==> config.mk <==
export PLATFORM = sky130hd
export DESIGN_NAME = mem_access_stage
export DESIGN_NICKNAME = d
export VERILOG_FILES = /design/src/rtl/mem_access_stage.sv
export SDC_FILE = /design/constraint.sdc
export NUM_CORES = 1
export LEC_CHECK = 0
export BUFFER_PORTS_ARGS = -buffer_cell sky130_fd_sc_hd__buf_2
export CAP_MARGIN = 0
export CELL_PAD_IN_SITES_DETAIL_PLACEMENT = 0
export CELL_PAD_IN_SITES_GLOBAL_PLACEMENT = 1
export CORE_MARGIN = 4
export CORE_UTILIZATION = 31
export CTS_CLUSTER_SIZE = 24
export DETAILED_ROUTE_END_ITERATION = 8
export PLACE_DENSITY_LB_ADDON = 0.1
export REMOVE_ABC_BUFFERS = 1
export SYNTH_ARGS = -nofsm -noshare
export SYNTH_HDL_FRONTEND = slang
export SYNTH_SLANG_ARGS = --single-unit
==> constraint.sdc <==
create_clock -name clk -period 2.9 [get_ports clk]
set_clock_uncertainty 0.05 [all_clocks]
set_input_delay 0.58 -clock clk [delete_from_list [all_inputs] [get_ports clk]]
set_output_delay 0.58 -clock clk [all_outputs]
set_load 0.05 [all_outputs]
==> src/rtl/mem_access_stage.sv <==
// Memory-access pipeline stage: word loads/stores over a req/gnt + rvalid data port,
// with registered writeback fields and an upstream stall while an access is in flight.
module mem_access_stage #(
    parameter int TIMEOUT_CYCLES = 64
) (
    input  logic        clk,
    input  logic        rst,
    input  logic        ex_valid_i,
    input  logic [4:0]  ALUop_i,
    input  logic [31:0] MemAddr_i,
    input  logic [31:0] StoreData_i,
    input  logic [31:0] WriteData_i,
    input  logic [4:0]  WriteDataNum_i,
    input  logic        WriteReg_i,
    output logic        stall_o,
    output logic        dmem_req_o,
    output logic        dmem_we_o,
    output logic [31:0] dmem_addr_o,
    output logic [31:0] dmem_wdata_o,
    input  logic        dmem_gnt_i,
    input  logic        dmem_rvalid_i,
    input  logic [31:0] dmem_rdata_i,
    output logic        wb_valid_o,
    output logic        WriteReg_o,
    output logic [4:0]  WriteDataNum_o,
    output logic [31:0] WriteData_o,
    output logic        misalign_o,
    output logic        timeout_o
);

    localparam int             CNT_W    = $clog2(TIMEOUT_CYCLES + 1);
    localparam logic [CNT_W-1:0] CNT_LAST = CNT_W'(TIMEOUT_CYCLES - 1);
    localparam logic [4:0]     OP_LW    = 5'b10100;
    localparam logic [4:0]     OP_SW    = 5'b10101;

    typedef enum logic [1:0] {
        ST_IDLE = 2'd0,
        ST_REQ  = 2'd1,
        ST_WAIT = 2'd2,
        ST_DONE = 2'd3
    } state_t;

    state_t state_q, state_d;

    logic [CNT_W-1:0] tmo_cnt_q, tmo_cnt_d;
    logic             dmem_req_q, dmem_req_d;
    logic             dmem_we_q, dmem_we_d;
    logic [31:0]      dmem_addr_q, dmem_addr_d;
    logic [31:0]      dmem_wdata_q, dmem_wdata_d;
    logic             wb_valid_q, wb_valid_d;
    logic             wreg_q, wreg_d;
    logic [4:0]       wnum_q, wnum_d;
    logic [31:0]      wdata_q, wdata_d;
    logic             misalign_q, misalign_d;
    logic             timeout_q, timeout_d;
    logic             is_load_q, is_load_d;
    logic             wreg_en_q, wreg_en_d;

    logic is_mem_op;
    logic addr_misaligned;
    logic at_limit;
    logic accept;

    assign is_mem_op       = (ALUop_i == OP_LW) || (ALUop_i == OP_SW);
    assign addr_misaligned = (MemAddr_i[1:0] != 2'b00);
    assign accept          = (state_q == ST_IDLE) && ex_valid_i;
    // The counter holds cycles already spent in the state, so this is the final allowed cycle.
    assign at_limit        = (tmo_cnt_q == CNT_LAST);

    assign stall_o = (state_q != ST_IDLE) || (ex_valid_i && is_mem_op);

    always_ff @(posedge clk) begin
        if (rst) begin
            state_q <= ST_IDLE;
        end else begin
            state_q <= state_d;
        end
    end

    always_comb begin
        state_d = state_q;
        case (state_q)
            ST_IDLE: begin
                if (ex_valid_i && is_mem_op && !addr_misaligned) begin
                    state_d = ST_REQ;
                end
            end
            ST_REQ: begin
                if (dmem_gnt_i) begin
                    state_d = (!is_load_q || dmem_rvalid_i) ? ST_DONE : ST_WAIT;
                end else if (at_limit) begin
                    state_d = ST_DONE;
                end
            end
            ST_WAIT: begin
                if (dmem_rvalid_i || at_limit) begin
                    state_d = ST_DONE;
                end
            end
            ST_DONE: state_d = ST_IDLE;
            default: state_d = ST_IDLE;
        endcase
    end

    always_comb begin
        tmo_cnt_d    = tmo_cnt_q;
        dmem_req_d   = dmem_req_q;
        dmem_we_d    = dmem_we_q;
        dmem_addr_d  = dmem_addr_q;
        dmem_wdata_d = dmem_wdata_q;
        wb_valid_d   = 1'b0;
        wreg_d       = 1'b0;
        wnum_d       = wnum_q;
        wdata_d      = wdata_q;
        misalign_d   = 1'b0;
        timeout_d    = 1'b0;
        is_load_d    = is_load_q;
        wreg_en_d    = wreg_en_q;

        case (state_q)
            ST_IDLE: begin
                if (accept) begin
                    wnum_d    = WriteDataNum_i;
                    wreg_en_d = WriteReg_i && (WriteDataNum_i != 5'd0);
                    is_load_d = (ALUop_i == OP_LW);
                    if (!is_mem_op) begin
                        wb_valid_d = 1'b1;
                        wreg_d     = WriteReg_i && (WriteDataNum_i != 5'd0);
                        wdata_d    = WriteData_i;
                    end else if (addr_misaligned) begin
                        wb_valid_d = 1'b1;
                        misalign_d = 1'b1;
                        wdata_d    = 32'd0;
                    end else begin
                        dmem_req_d   = 1'b1;
                        dmem_we_d    = (ALUop_i == OP_SW);
                        dmem_addr_d  = {MemAddr_i[31:2], 2'b00};
                        dmem_wdata_d = (ALUop_i == OP_SW) ? StoreData_i : 32'd0;
                        tmo_cnt_d    = '0;
                    end
                end
            end
            ST_REQ: begin
                tmo_cnt_d = tmo_cnt_q + CNT_W'(1);
                if (dmem_gnt_i) begin
                    dmem_req_d = 1'b0;
                    if (!is_load_q) begin
                        wb_valid_d = 1'b1;
                        wdata_d    = 32'd0;
                    end else if (dmem_rvalid_i) begin
                        wb_valid_d = 1'b1;
                        wreg_d     = wreg_en_q;
                        wdata_d    = dmem_rdata_i;
                    end else begin
                        tmo_cnt_d = '0;
                    end
                end else if (at_limit) begin
                    dmem_req_d = 1'b0;
                    wb_valid_d = 1'b1;
                    timeout_d  = 1'b1;
                    wdata_d    = 32'd0;
                end
            end
            ST_WAIT: begin
                tmo_cnt_d = tmo_cnt_q + CNT_W'(1);
                if (dmem_rvalid_i) begin
                    wb_valid_d = 1'b1;
                    wreg_d     = wreg_en_q;
                    wdata_d    = dmem_rdata_i;
                end else if (at_limit) begin
                    wb_valid_d = 1'b1;
                    timeout_d  = 1'b1;
                    wdata_d    = 32'd0;
                end
            end
            default: begin
            end
        endcase
    end

    // Every externally visible register clears on reset so a mid-flight access is abandoned cleanly.
    always_ff @(posedge clk) begin
        if (rst) begin
            tmo_cnt_q    <= '0;
            dmem_req_q   <= 1'b0;
            dmem_we_q    <= 1'b0;
            dmem_addr_q  <= 32'd0;
            dmem_wdata_q <= 32'd0;
            wb_valid_q   <= 1'b0;
            wreg_q       <= 1'b0;
            wnum_q       <= 5'd0;
            wdata_q      <= 32'd0;
            misalign_q   <= 1'b0;
            timeout_q    <= 1'b0;
        end else begin
            tmo_cnt_q    <= tmo_cnt_d;
            dmem_req_q   <= dmem_req_d;
            dmem_we_q    <= dmem_we_d;
            dmem_addr_q  <= dmem_addr_d;
            dmem_wdata_q <= dmem_wdata_d;
            wb_valid_q   <= wb_valid_d;
            wreg_q       <= wreg_d;
            wnum_q       <= wnum_d;
            wdata_q      <= wdata_d;
            misalign_q   <= misalign_d;
            timeout_q    <= timeout_d;
        end
    end

    // Per-transaction attributes are only consumed after a fresh capture, so they need no reset.
    always_ff @(posedge clk) begin
        is_load_q <= is_load_d;
        wreg_en_q <= wreg_en_d;
    end

    assign dmem_req_o     = dmem_req_q;
    assign dmem_we_o      = dmem_we_q;
    assign dmem_addr_o    = dmem_addr_q;
    assign dmem_wdata_o   = dmem_wdata_q;
    assign wb_valid_o     = wb_valid_q;
    assign WriteReg_o     = wreg_q;
    assign WriteDataNum_o = wnum_q;
    assign WriteData_o    = wdata_q;
    assign misalign_o     = misalign_q;
    assign timeout_o      = timeout_q;

endmodule

# [Yosys cells after proc, flatten, opt, wreduce, memory -nomap -nowiden]
# Index checks and enable logic that the tools add are counted.
# Widths: inputs -> output; s select.
[totals] elab_cells=103 ff_bits=116
[op_classes] reduce_logical=23 bitwise_logic=4 eq_ne=14 add_sub_neg=1 n_mux=47
[ops] op="$mux 32" count=9
[ops] op="$pmux 32 s3" count=1
[ops] op="$mux 7" count=6
[ops] op="$mux 1" count=21
[ops] op="$pmux 7 s3" count=1
[ops] op="$reduce_and 4->1" count=3
[ops] op="$eq 5x5->1 const B" count=2
[ops] op="$mux 2" count=4
[ops] op="$ne 2x2->1 const B" count=4
[ops] op="$pmux 2 s4" count=1
[ops] op="$add 7x1->7 const B" count=1
[ops] op="$eq 7x6->1 const B" count=1
[ops] op="$ne 3x3->1 const B" count=2
[ops] op="$pmux 1 s3" count=2
[ops] op="$reduce_bool 2->1" count=3
[ops] op="$reduce_and 5->1" count=1
[ops] op="$reduce_bool 5->1" count=1
[ops] op="$eq 2x2->1 const B" count=2
[ops] op="$logic_and 1x1->1" count=4
[ops] op="$logic_or 1x1->1" count=4
[ops] op="$ne 4x4->1 const B" count=1
[ops] op="$not 1->1" count=4
[ops] op="$pmux 1 s2" count=2
[ops] op="$reduce_or 4->1" count=1
[ops] op="other kinds (7)" count=8

# [Logic depth before layout (Yosys ltp)]
[logic_depth] depth_word=6 depth_mapped=10 ltp_nobuf=7

# [Worst setup path after synthesis]
# OpenSTA, ideal clock, no wires.
[synth_path] path_type="register to register" start="register state_q[0]" end="register wdata_q[22], in the netlist WriteData_o[22]" setup_time_ns=0.128 stages_incl_launch_ff=10 t_required_ns=2.722 arrival_time_ns=1.852 path_slack_ns=0.870 cell_sequence="dfxtp_1 -> inv_1 -> ha_1 -> buf_6 -> nor2b_4 -> a211oi_4 -> o211ai_4 -> buf_6 -> a222oi_1 -> nor2_1"
[synth_between] elab_chain_cells=4 word_cells_on_any_way=10 cone_classes="eq/ne: 5; mux: 1; reduce/logical: 4"
[synth_rtl] element="from (decl)" line_no="43" rtl="state_t state_q, state_d;"
[synth_rtl] element="from (signal assigned)" line_no="76" rtl="state_q <= state_d;"
[synth_rtl] element="$logic_not 2->1" line_no="66, 120"
[synth_rtl] element="$logic_and 1x1->1" line_no="66" rtl="assign accept = (state_q == ST_IDLE) && ex_valid_i;"
[synth_rtl] element="$ne 2x2->1 (no line)"
[synth_rtl] element="$reduce_and 4->1 (no line)"
[synth_rtl] element="to (signal assigned)" line_no="204" rtl="wdata_q <= wdata_d;"
[synth_rtl] element="to (decl)" line_no="53" rtl="logic [31:0] wdata_q, wdata_d;"
# Parallel ways exist; a longest one is shown, timed or not.
# A chain may end at the register's enable or synchronous reset.

# [Final worst setup path]
[layout_path] start="register state_q[0]" end="register wdata_q[27], in the netlist WriteData_o[27]"
# Same word-level chain as after synthesis.

==> flow_results.org <==
** Timing
- Of the available clock period, the critical path in the final layout requires about 85%.
- Highest achievable clock rate :: slightly above 400 MHz
- Measured against its own limit, the worst slew margin works out to between 30% and 40%.
- Count of pins over their slew limit :: 0
- Setup violations remaining at the end of the flow were counted as 0.
- Setup repair after global routing left no endpoint under its margin.
- Final count of hold timing violations :: 0
- Adding up every negative setup slack in the final design gives 0 ns.
- The worst path needs roughly 2.5 ns of the cycle, external delays included.
- Worst Tran Pin Value :: slightly above 0.9 ns

** Detailed routing
- In the routed layout, each cell is associated on average with a via count of roughly 5.0.
- Summing over every cut layer, the via total after detailed routing is ~4.7k.
- Antenna violation net count after detailed routing :: 0
- The highest metal layer carrying signal wires in the routed design is met5.
- In the detailed route, the total length drawn on met3 is 1600 um.
- In this run, the number of DRC markers left after iteration 0 of detailed routing was roughly 350.
- DRT Wirelength :: between 15000 and 20000 um
- Wire per inst :: 16.0 um
- In the routed design, unresolved DRC markers number 0.
- For this block, wires on met1 add up to between 6000 and 7000 um.
- In the detailed route, the total length drawn on met2 is a little over 7000 um.
- The first detailed-routing pass ran for 8 iterations.

** Synthesis
- Synthesis handed over a netlist of between 500 and 600 instances.
- After synthesis the netlist holds a flip-flop and latch count of 116.
- Each instance of the synthesized netlist takes up on average between 8 and 9 um^2.
- Most area-consuming cells after synthesis :: dfxtp_1 (49%), nand2_1 (9.1%), a21oi_1 (8.0%)
- Synthesis instantiated 56 different standard cells from the library.
- After synthesis, the most frequently instantiated cells are dfxtp_1 (114), nand2_1 (112), a21oi_1 (74), nand3_1 (39), nor2_1 (36).
- Area share of the largest cell type after synthesis :: between 40% and 50%
- Sequential cells were found to cover 50.7% of the synthesized design area.
- Share of synthesized area spent on multiplexers :: less than 1%
- Largest family of logic cells by synthesized area :: simple AND/OR/NAND/NOR gates
- Count leader, synth :: dfxtp_1
- Prevailing post-synth register cell :: dfxtp_1
- In this run, synthesis inferred 2 flip-flops with an integrated enable.
- The largest total area in the synthesized netlist belongs to dfxtp_1.
- After synthesis the cells add up to 0.00462 mm^2.
- Synthesized-area fraction occupied by and/or/nand/nor cells :: a little over a fifth
- Post-synthesis share of cell area spent on xor and xnor gates :: 0%
- For this run, the number of Yosys warnings is 0.
- Fraction of the mapped netlist area in compound gates :: 20.0%
- After synthesis, the share of flip-flops with an asynchronous set or reset is 0%.
- Summing the areas of all fa, ha and maj instances in the mapped netlist gives 1.90% of the synthesized area.

** Finish
- Layout cells sized above 1 :: a little under 40%
- Final core utilization :: around 45%
- Antenna diode count :: 0
- Number of nets at the end of the flow :: about 900
- Fill cells in the final layout number approximately 1.5k.
- The area growth from synthesis to layout is 41.8%.

** Floorplanning
- Die outline width :: around 130 um
- After floorplanning, the core was divided into 44 placement rows.
- Height of the die :: between 100 and 150 um
- The die covers roughly 0.017 mm^2.
- Initial cell density of the core :: a little under a third
- Core ar. :: about 0.015 mm^2
- In this run the count of I/O pins placed on the die edge is about 250.

** Clock tree
- Clock latency reported for the late side of the worst-skew pair :: about 0.41 ns
- Total of cells resized after clock tree synthesis :: 0
- Clock Root Buffer :: clkbuf_16
- The H-tree was split into 4 levels.
- Clock transition at path regs :: 0.05 ns
- The clock net in this run drives a total of roughly 120 sinks.
- After clock tree synthesis, the setup repair step added 0 buffers.
- TritonCTS built the clock tree.
- Counting along the longest clock path gives a buffer depth of 2.
- Hold buffers post-CTS :: 0
- Clock buffer count from CTS :: 17

** Pwr
- Across the VDD grid, the largest voltage drop is about 0.42 mV.
- Summed over all cells, the static leakage comes to between 2 and 3 nW.
- Total power divided by cell area :: just over 800 mW/mm^2
- The completed layout was analyzed and its total power is roughly 5.3 mW.

** Critical path
- Beginning of the worst register-to-register path :: state_q[0]
- Startpoint-to-endpoint class of the critical path :: reg2reg
- Worst-path maximum fanout :: 32
- The worst setup path is launched from a flop.
- STA classifies the critical path endpoint as a flop.
- At the worst endpoint, the required time is slightly above 3 ns.
- Critical Path Start :: state_q[0]
- For the worst setup path, the data arrival time is 2.68 ns.

** Global routing
- Number of global-route vias before repair :: about 4.5k
- The first global-routing pass estimated around 23000 um of wire.
- In the global route stage, overall resource usage came out at between 15 and 20%.
- Antenna violations before repair :: 1
- For this run the aggregate overflow at the end of global routing stands at 0.
- Pin count of the biggest net entering global routing :: 85

** Status
- The run finished with clean final reports.

** Place
- At the end of routability-driven placement, the weighted congestion stood at 0.812.
- During placement, the flow inserted port buffers numbering 249.
- HPWL Detailed :: between 10000 and 15000 um

** Job
- Max-cap check violation count :: 0

** Worst hold path
- The worst hold path begins at dmem_rdata_i[0].
- Worst min-delay path class :: in2reg
cell usage in the layout, fill, tap and decap left out, types with 4 or more instances in the layout:
master / instances
clkinv_2: 5
buf_2: 248
o32ai_1: 4
a21oi_1: 74
ha_1: 7
buf_4: 5
clkbuf_16: 18
nand2_1: 112
a222oi_1: 31
nor2_1: 36
nand3_1: 39
inv_1: 8
dfxtp_1: 114
o21ai_0: 4
through the flow:
stage | instances | instance area [um^2] | hold slack (ns) | setup slack, ns
6_report | 953 | 6550 | 0.357 | 0.427
5_1_grt | 953 | 6550 | 0.346 | 0.228
4_1_cts | 953 | 6550 | 0.337 | 0.444
3_5_place_dp | 921 | 5930 | 0.390 | 0.446
3_3_place_gp | 921 | 5930 | 0.386 | 0.570
2_1_floorplan | 482 | 4380 | 0.393 | 0.432
sequential cells by signal, indices dropped and copies added (netlist names):
register	count
dmem_we_o	1
timeout_o	1
wb_valid_o	1
dmem_req_o	1
WriteReg_o	1
misalign_o	1
WriteData_o	32
tmo_cnt_q	7
dmem_wdata_o	32
WriteDataNum_o	5
state_q	2
wreg_en_q	1
is_load_q	1
dmem_addr_o	30
worst paths after layout:
kind                 endpoint  slack (ns)  cells after the start
max           WriteData_o[27]        0.43                      7
min            WriteData_o[0]        0.36                      3
max reg2reg   WriteData_o[27]        0.43                      7
min reg2reg  dmem_wdata_o[11]        0.40                      2
cells by family after synthesis:
logic type,count (synthesis)
fa+ha+maj,7
simple gates,214
compound gates,133
buf+inv,52
other cells,1
flops,116
mux,1
area by class of cell:
class | instances | area [um^2] | share of cell area, %
Clock inverter | 9 | 123 | 1.87
Clock buffer | 23 | 499 | 7.62
Tap cell | 184 | 230 | 3.51
Timing Repair Buffer | 255 | 1320 | 20.1
Multi-Input combinational cell | 357 | 2010 | 30.6
Inverter | 9 | 33.8 | 0.516
Sequential cell | 116 | 2340 | 35.7
where the power goes:
part	switching, mW	internal (mW)
clock	0.703	1.46
combinational	0.905	0.394
sequential	0.0721	1.73
metal layers:
metal / vias up / track usage, %
li1: 2334 / -
met1: 2159 / 21.9
met2: 213 / 27.5
met3: 18 / 6.92
met4: 2 / 5.93
met5: - / 0
critical path, cell delays in order (launching register included):
cell and delay [ns]:
dfxtp_1 0.39, inv_1 0.12, ha_1 0.34, nor2b_4 0.20, a211oi_4 0.32, o211ai_4 0.36, a222oi_1 0.46, nor2_1 0.08
Note: power is estimated with default switching activity, not from simulation.
